## config.mk

```make
export PLATFORM = sky130hd
export DESIGN_NAME = fifo_vc
export DESIGN_NICKNAME = d
export VERILOG_FILES = /design/src/rtl/fifo_vc_pkg.sv /design/src/rtl/fifo_vc_sync.sv /design/src/rtl/fifo_vc.sv
export SDC_FILE = /design/constraint.sdc
export NUM_CORES = 1
export LEC_CHECK = 0
export BUFFER_PORTS_ARGS = -buffer_cell sky130_fd_sc_hd__buf_2
export CORE_UTILIZATION = 50
export DETAILED_ROUTE_END_ITERATION = 7
export GPL_TIMING_DRIVEN = 0
export HOLD_SLACK_MARGIN = 0.02
export PLACE_DENSITY_LB_ADDON = 0.12
export SLEW_MARGIN = 20
export SYNTH_ARGS = -nofsm -noshare
export SYNTH_HDL_FRONTEND = slang
export SYNTH_SLANG_ARGS = --single-unit
```

## constraint.sdc

```tcl
create_clock -name clk_i -period 3 [get_ports clk_i]
set_input_delay 0.6 -clock clk_i [delete_from_list [all_inputs] [get_ports clk_i]]
set_output_delay 0.6 -clock clk_i [all_outputs]
set_load 0.005 [all_outputs]
```

## src/rtl/fifo_vc_pkg.sv

```systemverilog
// fifo_vc_pkg: shared sizing helpers for the multi-VC FIFO and its per-VC queues.
package fifo_vc_pkg;
  localparam int DEPTH_DEF = 4;
  function automatic int vcw_f(input int vc_num);
    return (vc_num > 1) ? $clog2(vc_num) : 1;
  endfunction
  function automatic int ptrw_f(input int depth);
    return $clog2(depth);
  endfunction
  function automatic int cntw_f(input int depth);
    return $clog2(depth) + 1;
  endfunction
endpackage

```

## src/rtl/fifo_vc_sync.sv

```systemverilog
// fifo_sync: single-VC synchronous FWFT FIFO with registered full/empty and reject strobes.
module fifo_sync
  import fifo_vc_pkg::*;
#(
  parameter int width = 32,
  parameter int depth = DEPTH_DEF
) (
  input  logic             clk_i,
  input  logic             rst_i,
  input  logic             push_i,
  input  logic             pop_i,
  input  logic [width-1:0] data_i,
  output logic [width-1:0] data_o,
  output logic             full_o,
  output logic             empty_o,
  output logic             push_rej_o,
  output logic             pop_rej_o
);
  localparam int PW = ptrw_f(depth);
  localparam int CW = cntw_f(depth);
  logic [width-1:0] mem_q [depth];
  logic [PW-1:0] wr_ptr_q, rd_ptr_q;
  logic [CW-1:0] cnt_q, cnt_d;
  logic full_q, empty_q, push_ok, pop_ok;
  // A full queue still takes a write when the same edge frees its head slot.
  always_comb begin
    pop_ok = pop_i && (cnt_q != '0);
    push_ok = push_i && ((cnt_q != CW'(depth)) || pop_ok);
    cnt_d = (push_ok && !pop_ok) ? cnt_q + 1'b1 :
            (pop_ok && !push_ok) ? cnt_q - 1'b1 : cnt_q;
  end
  always_ff @(posedge clk_i) begin
    if (!rst_i) begin
      for (int i = 0; i < depth; i++) mem_q[i] <= '0;
      wr_ptr_q <= '0;
      rd_ptr_q <= '0;
      cnt_q <= '0;
      full_q <= 1'b0;
      empty_q <= 1'b1;
    end else begin
      if (push_ok) mem_q[wr_ptr_q] <= data_i;
      wr_ptr_q <= wr_ptr_q + PW'(push_ok);
      rd_ptr_q <= rd_ptr_q + PW'(pop_ok);
      cnt_q <= cnt_d;
      full_q <= cnt_d == CW'(depth);
      empty_q <= cnt_d == '0;
    end
  end
  assign data_o = mem_q[rd_ptr_q];
  assign full_o = full_q;
  assign empty_o = empty_q;
  assign push_rej_o = push_i && !push_ok;
  assign pop_rej_o = pop_i && !pop_ok;
endmodule

```

## src/rtl/fifo_vc.sv

```systemverilog
// fifo_vc: vc_num independent FWFT queues sharing one write and one read port,
// with registered per-VC full/empty and sticky overflow/underflow flags.
module fifo_vc
  import fifo_vc_pkg::*;
#(
  parameter int width = 32,
  parameter int depth = DEPTH_DEF,
  parameter int vc_num = 2,
  localparam int vcw = vcw_f(vc_num)
) (
  input  logic              clk_i,
  input  logic              rst_i,
  input  logic              write_i,
  input  logic [vcw-1:0]    wr_vc_i,
  input  logic [width-1:0]  data_i,
  input  logic              read_i,
  input  logic [vcw-1:0]    rd_vc_i,
  output logic [width-1:0]  data_o,
  output logic [vc_num-1:0] empty_o,
  output logic [vc_num-1:0] full_o,
  output logic              ovf_o,
  output logic              udf_o
);
  logic wr_in, rd_in, ovf_q, ovf_d, udf_q, udf_d;
  logic [vc_num-1:0] push, pop, push_rej, pop_rej;
  logic [width-1:0] head [vc_num];
  assign wr_in = 32'(wr_vc_i) < vc_num;
  assign rd_in = 32'(rd_vc_i) < vc_num;
  for (genvar v = 0; v < vc_num; v++) begin : g_vc
    assign push[v] = write_i && wr_in && (wr_vc_i == vcw'(v));
    assign pop[v] = read_i && rd_in && (rd_vc_i == vcw'(v));
    fifo_sync #(.width(width), .depth(depth)) u_q (
      .clk_i     (clk_i),
      .rst_i     (rst_i),
      .push_i    (push[v]),
      .pop_i     (pop[v]),
      .data_i    (data_i),
      .data_o    (head[v]),
      .full_o    (full_o[v]),
      .empty_o   (empty_o[v]),
      .push_rej_o(push_rej[v]),
      .pop_rej_o (pop_rej[v])
    );
  end
  assign data_o = rd_in ? head[rd_vc_i] : '0;
  // Out-of-range VC selects never reach a queue, so they are flagged here.
  always_comb begin
    ovf_d = ovf_q || (write_i && !wr_in) || (|push_rej);
    udf_d = udf_q || (read_i && !rd_in) || (|pop_rej);
  end
  always_ff @(posedge clk_i) begin
    if (!rst_i) begin
      ovf_q <= 1'b0;
      udf_q <= 1'b0;
    end else begin
      ovf_q <= ovf_d;
      udf_q <= udf_d;
    end
  end
  assign ovf_o = ovf_q;
  assign udf_o = udf_q;
endmodule

```

Yosys cells after proc, flatten, opt, wreduce, memory -nomap -nowiden
Memories as Yosys holds them, arrays and structs flattened. A register that Yosys moved wholly into a read port is not among the register bits.
Index checks and enable logic that the tools add are counted.
{"block": "word_totals", "mem_count": 2, "output_inout_bits": 38, "input_bits": 38, "ff_bits": 20, "mem_bits_rw": 256, "wordCells": 84}
{"memory": "g_vc[0].u_q.mem_q", "words": 4, "word_bits": 32, "read_ports": 1, "rd_ports_with_merged_regs": 1, "wr": 4, "line": "fifo_vc_sync.sv:21", "rtl": "logic [width-1:0] mem_q [depth];"}
{"memory": "g_vc[1].u_q.mem_q", "words": 4, "word_bits": 32, "read_ports": 1, "rd_ports_with_merged_regs": 1, "wr": 4, "line": "fifo_vc_sync.sv:21"}
{"block": "classes", "reduce_logical": 32, "muxes": 22, "eq_ne": 4, "order_cmp": 1, "addsub": 8, "bitwise": 3}
{"cell": "$mux 32", "count": 5}
{"cell": "$reduce_or 32->1", "count": 2}
{"cell": "$logic_and 1x1->1", "count": 16}
{"cell": "$mux 3", "count": 4}
{"cell": "$mux 1", "count": 9}
{"cell": "$add 2x1->2", "count": 4}
{"cell": "$mux 2", "count": 4}
{"cell": "$add 3x1->3 const B", "count": 2}
{"cell": "$eq 3x3->1 const B", "count": 2}
{"cell": "$logic_not 3->1", "count": 2}
{"cell": "$ne 3x3->1 const B", "count": 2}
{"cell": "$reduce_bool 3->1", "count": 2}
{"cell": "$sub 3x1->3 const B", "count": 2}
{"cell": "$logic_not 1->1", "count": 4}
{"cell": "$logic_or 1x1->1", "count": 4}
{"cell": "$reduce_or 2->1", "count": 2}
{"cell": "$ge 2x2->1 const B", "count": 1}
{"cell": "$not 1->1", "count": 2}
{"cell": "$not 1->2", "count": 1}

Logic depth before layout (Yosys ltp)
{"block": "logic_depth", "ltp_word": 10, "ltp_mapped": 7, "mapped_depth_nobuf": 7}

By module
From an unflattened synthesis, not the netlist that was laid out.
{"block": "hier_totals", "hier_cells": 799, "area_unflattened_um2": 12841.1}
{"mod": "fifo_sync (g_vc[1].u_q)", "area_per_inst_um2": 6123.4, "seq_area_each_um2": 4023.9, "cells_each": 375, "instances": 1}
{"mod": "fifo_sync (g_vc[0].u_q)", "area_per_inst_um2": 6103.4, "seq_area_each_um2": 4023.9, "cells_each": 380, "instances": 1}
{"mod": "fifo_vc", "area_per_inst_um2": 614.3, "seq_area_each_um2": 40.0, "cells_each": 44, "instances": 1}

Worst setup path after synthesis
Ideal clock, no wire load.
{"block": "synth_path", "kind": "input to register", "from": "input port rd_vc_i", "to": "memory g_vc[0].u_q.mem_q[1][0], enable pin", "path_stages": 6, "setup_slack_ps": 72, "t_arrival_ps": 2534, "t_required_ps": 2606, "setup_time_ps": 394, "path_buffers": 1, "cell_sequence": "buf_6 -> nand2b_4 -> a311oi_4 -> nand2_4 -> nor3b_4 -> nand2b_1"}
{"item": "start: declaration", "line": "fifo_vc.sv:17", "rtl": "input logic [vcw-1:0] rd_vc_i,"}
{"item": "end: declaration", "line": "fifo_vc_sync.sv:21"}

==> key figures <==
Status
  • Outcome: completed

Synthesis
  • Post-Syn Area: 12540 um^2
  • Count leader, synth: edfxtp_1
  • Synth top area share: 61.32%
  • Netlist cell types: 41
  • Async S/R FF share, synth: 0%
  • Post-synth top area cell: edfxtp_1
  • Top cells by area, synth: edfxtp_1 (61%), mux4_2 (11%), and2_1 (10%), and3_1 (3.2%), dfxtp_1 (3.2%)
  • Mean Syn Cell Area: 15.91 um^2
  • Post-synth EDFFs: 256
  • Seq/Total Area, Yosys: 64.51%
  • Ys flop type: edfxtp_1
  • Synth Net Count: 836
  • Synth top cells by count: edfxtp_1 (256), and2_1 (201), and3_1 (64), mux4_2 (64), clkbuf_1 (41)
  • Synth Warn #: 0
  • Syn Inst Count: 788
  • Yosys reg bits: 276

Power
  • Pwr dens: 617.7 nW/um^2
  • Worst IR Drop VDD: 0.5004 mV
  • Leakage: 5.617 nW
  • Overall power: 8.943 mW

Worst setup path
  • Crit path DAT: 2.36 ns
  • Critical Path End Type: primary output
  • CP Cell Sequence: clkbuf_2 -> buf_4 -> mux4_2 -> mux2_2 -> buf_2
  • Crit path max-delay cell type: mux4_2
  • CP Launch Type: flop
  • CP Class: flop to primary output
  • CP Max Fanout: 10
  • CP required: 2.40 ns
  • Max stage delay on crit path: 0.57 ns

Timing
  • Measured slew at the worst slew-check pin: 1.043 ns
  • Final period util: 98.75%
  • Final worst setup slack: 0.03754 ns
  • RSZ-0062 raised after global routing: true
  • Clk_skew: 0.01806 ns
  • Max Transition Viols Final: 0
  • Final Hold Fails: 0
  • Final setup TNS: 0 ns
  • # setup viols final: 0
  • Fmax: 0.3376 GHz
  • Final min period: 2.962 ns
  • Max_slew headroom: 30.44%

Floorplanning
  • Std-Cell Core Area: 24460 um^2
  • # rows: 57
  • Starting Density: 51.25%
  • Die area: 25710 um^2
  • Die W: 160.3 um
  • Die H: 160.3 um
  • Io pins: 76

Detailed routing
  • 1st-pass router iterations: 5
  • Routed vias: 7074
  • WL final: 28460 um
  • Residual DRC: 0
  • Via/cell ratio: 5.673
  • DRT iter0 DRCs: 528
  • Post-route antenna net violation count: 0
  • Avg WL per Cell: 22.82 um

Clocking
  • Max Buffers Root-to-Sink: 3
  • Total CTS buffers: 28
  • Clk sinks: 276
  • H-tree depth: 1
  • CTS tree: built
  • Worst-path clk slew: 0.06 ns
  • Worst-Skew Late Latency: 0.55 ns
  • Root buffer cell: clkbuf_16
  • Total setup buffers inserted after CTS: 0

Job
  • Max_cap viols: 0

Finish
  • Footprint of the multi-input gates: 4220 um^2
  • Final Util: 59.19%
  • FILL cells: 1909
  • FF+latch area: 8088 um^2
  • Final std cells w/o fill: 1247
  • Fin nets: 948
  • Layout area overhead: 15.49%
  • Layout cells sized above 1: 28.31%

GRT
  • Pin count of the biggest net entering global routing: 25
  • Vias in the first global route: 7386
  • Global-route usage over all layers: 22.72%
  • Initial antenna violation count: 1
  • Grt total ovfl: 0
  • Global-route wire length before repair: 43390 um

Hold path
  • Hold Path Class: primary input to flop

Placement
  • HPWL after DPL: 18670 um
  • Port bufs: 74
  • GPL Wtd Cong: 0.7442
  • Worst slack at placement: -0.2671 ns
  • Placed insts: 1194
==> layout by cell type, fill, tap and decap left out, types with 3 or more instances in the layout <==
cell type and n:
nand3_1 4, dfxtp_1 20, buf_2 74, clkbuf_16 28, mux2i_1 3, xor2_1 4, ha_1 10, nor2b_1 7
edfxtp_1 256, nand2_1 8, and2_1 201, mux4_2 64, buf_12 5, clkinv_1 8, clkinv_2 4, buf_16 3
mux2_2 34, clkbuf_1 39, nor3_1 3, a21oi_1 6, buf_4 9, clkbuf_2 14, bufinv_16 3, nand2b_4 6
and3_1 64, o21ai_0 6, inv_1 5
==> state kept, by name, summed over array words and instances, names as in the netlist <==
signal             flops
ovf_o                  1
g_vc.u_q.wr_ptr_q      4
g_vc.u_q.rd_ptr_q      4
g_vc.u_q.full_o        2
g_vc.u_q.cnt_q         6
g_vc.u_q.mem_q       256
g_vc.u_q.empty_o       2
udf_o                  1
==> repair_timing <==
action                     CTS  global route
cloned                       0             0
hold buffers                 0             0
resized for setup           17             3
setup endpoints to repair   55            65
==> through the flow <==
step	area [um^2]	hold slack [ns]
global placement	13310	0.4761
floorplan	12540	0.4823
finish	14480	0.4116
detailed placement	13520	0.5177
CTS	14460	0.3959
global route	14480	0.4124
==> path summary, 6_finish.rpt <==
kind / slack (ns) / cells after the start / start / to
min reg2reg: 0.53 / 2 / udf_o$_SDFF_PN0_ / udf_o$_SDFF_PN0_
min: 0.41 / 2 / data_i[20] / g_vc[1].u_q.mem_q[2][20]$_SDFFCE_PN0P_
max reg2reg: 0.16 / 7 / g_vc[1].u_q.cnt_q[0]$_SDFF_PN0_ / g_vc[1].u_q.mem_q[3][11]$_DFFE_PP_
max: 0.04 / 5 / g_vc[0].u_q.rd_ptr_q[0]$_SDFF_PN0_ / data_o[12]
==> cells by family (layout without fill, tap and decap cells) <==
family,Yosys count,count (layout),share of synthesized area [%]
AO/OA/AOI/OAI,20,20,1.277
XOR/XNOR,4,4,0.2794
adder cells (fa/ha/maj),10,10,0.9980
buffers and inverters,63,197,2.186
flip-flops,276,276,64.51
multiplexers,101,101,14.79
other,0,1,0
AND/OR/NAND/NOR,314,314,15.96
==> power breakdown <==
part | internal, mW | switching (mW) | leakage [nW]
combinational | 0.479 | 0.538 | 2.36
clock | 2.02 | 1.42 | 0.444
sequential | 4.42 | 0.0765 | 2.81
total | 6.91 | 2.03 | 5.62
==> final cells by class <==
cell class,instances,area share [%]
Antenna cell,1,0.01728
Buffer,58,1.962
Clock buffer,36,5.185
Clock inverter,16,1.080
Inverter,5,0.1296
Multi-Input combinational cell,449,29.15
Sequential cell,276,55.86
Tap cell,324,2.800
Timing Repair Buffer,82,3.820
==> critical path: cells and delay by family (launching register included) <==
| kind | cells | cell delay [ns] |
|---|---|---|
| buf+inv | 3 | 0.62 |
| flops | 1 | 0.36 |
| mux | 2 | 0.85 |
==> layer usage <==
metal,GRT usage (%),wire length (um),up-vias
met4,5.022,421,2
met1,30.83,12100,3653
li1,-,-,3185
met2,39.45,14460,200
met5,0,12,-
met3,2.815,1471,34
Power figures use the tool's default switching activity.
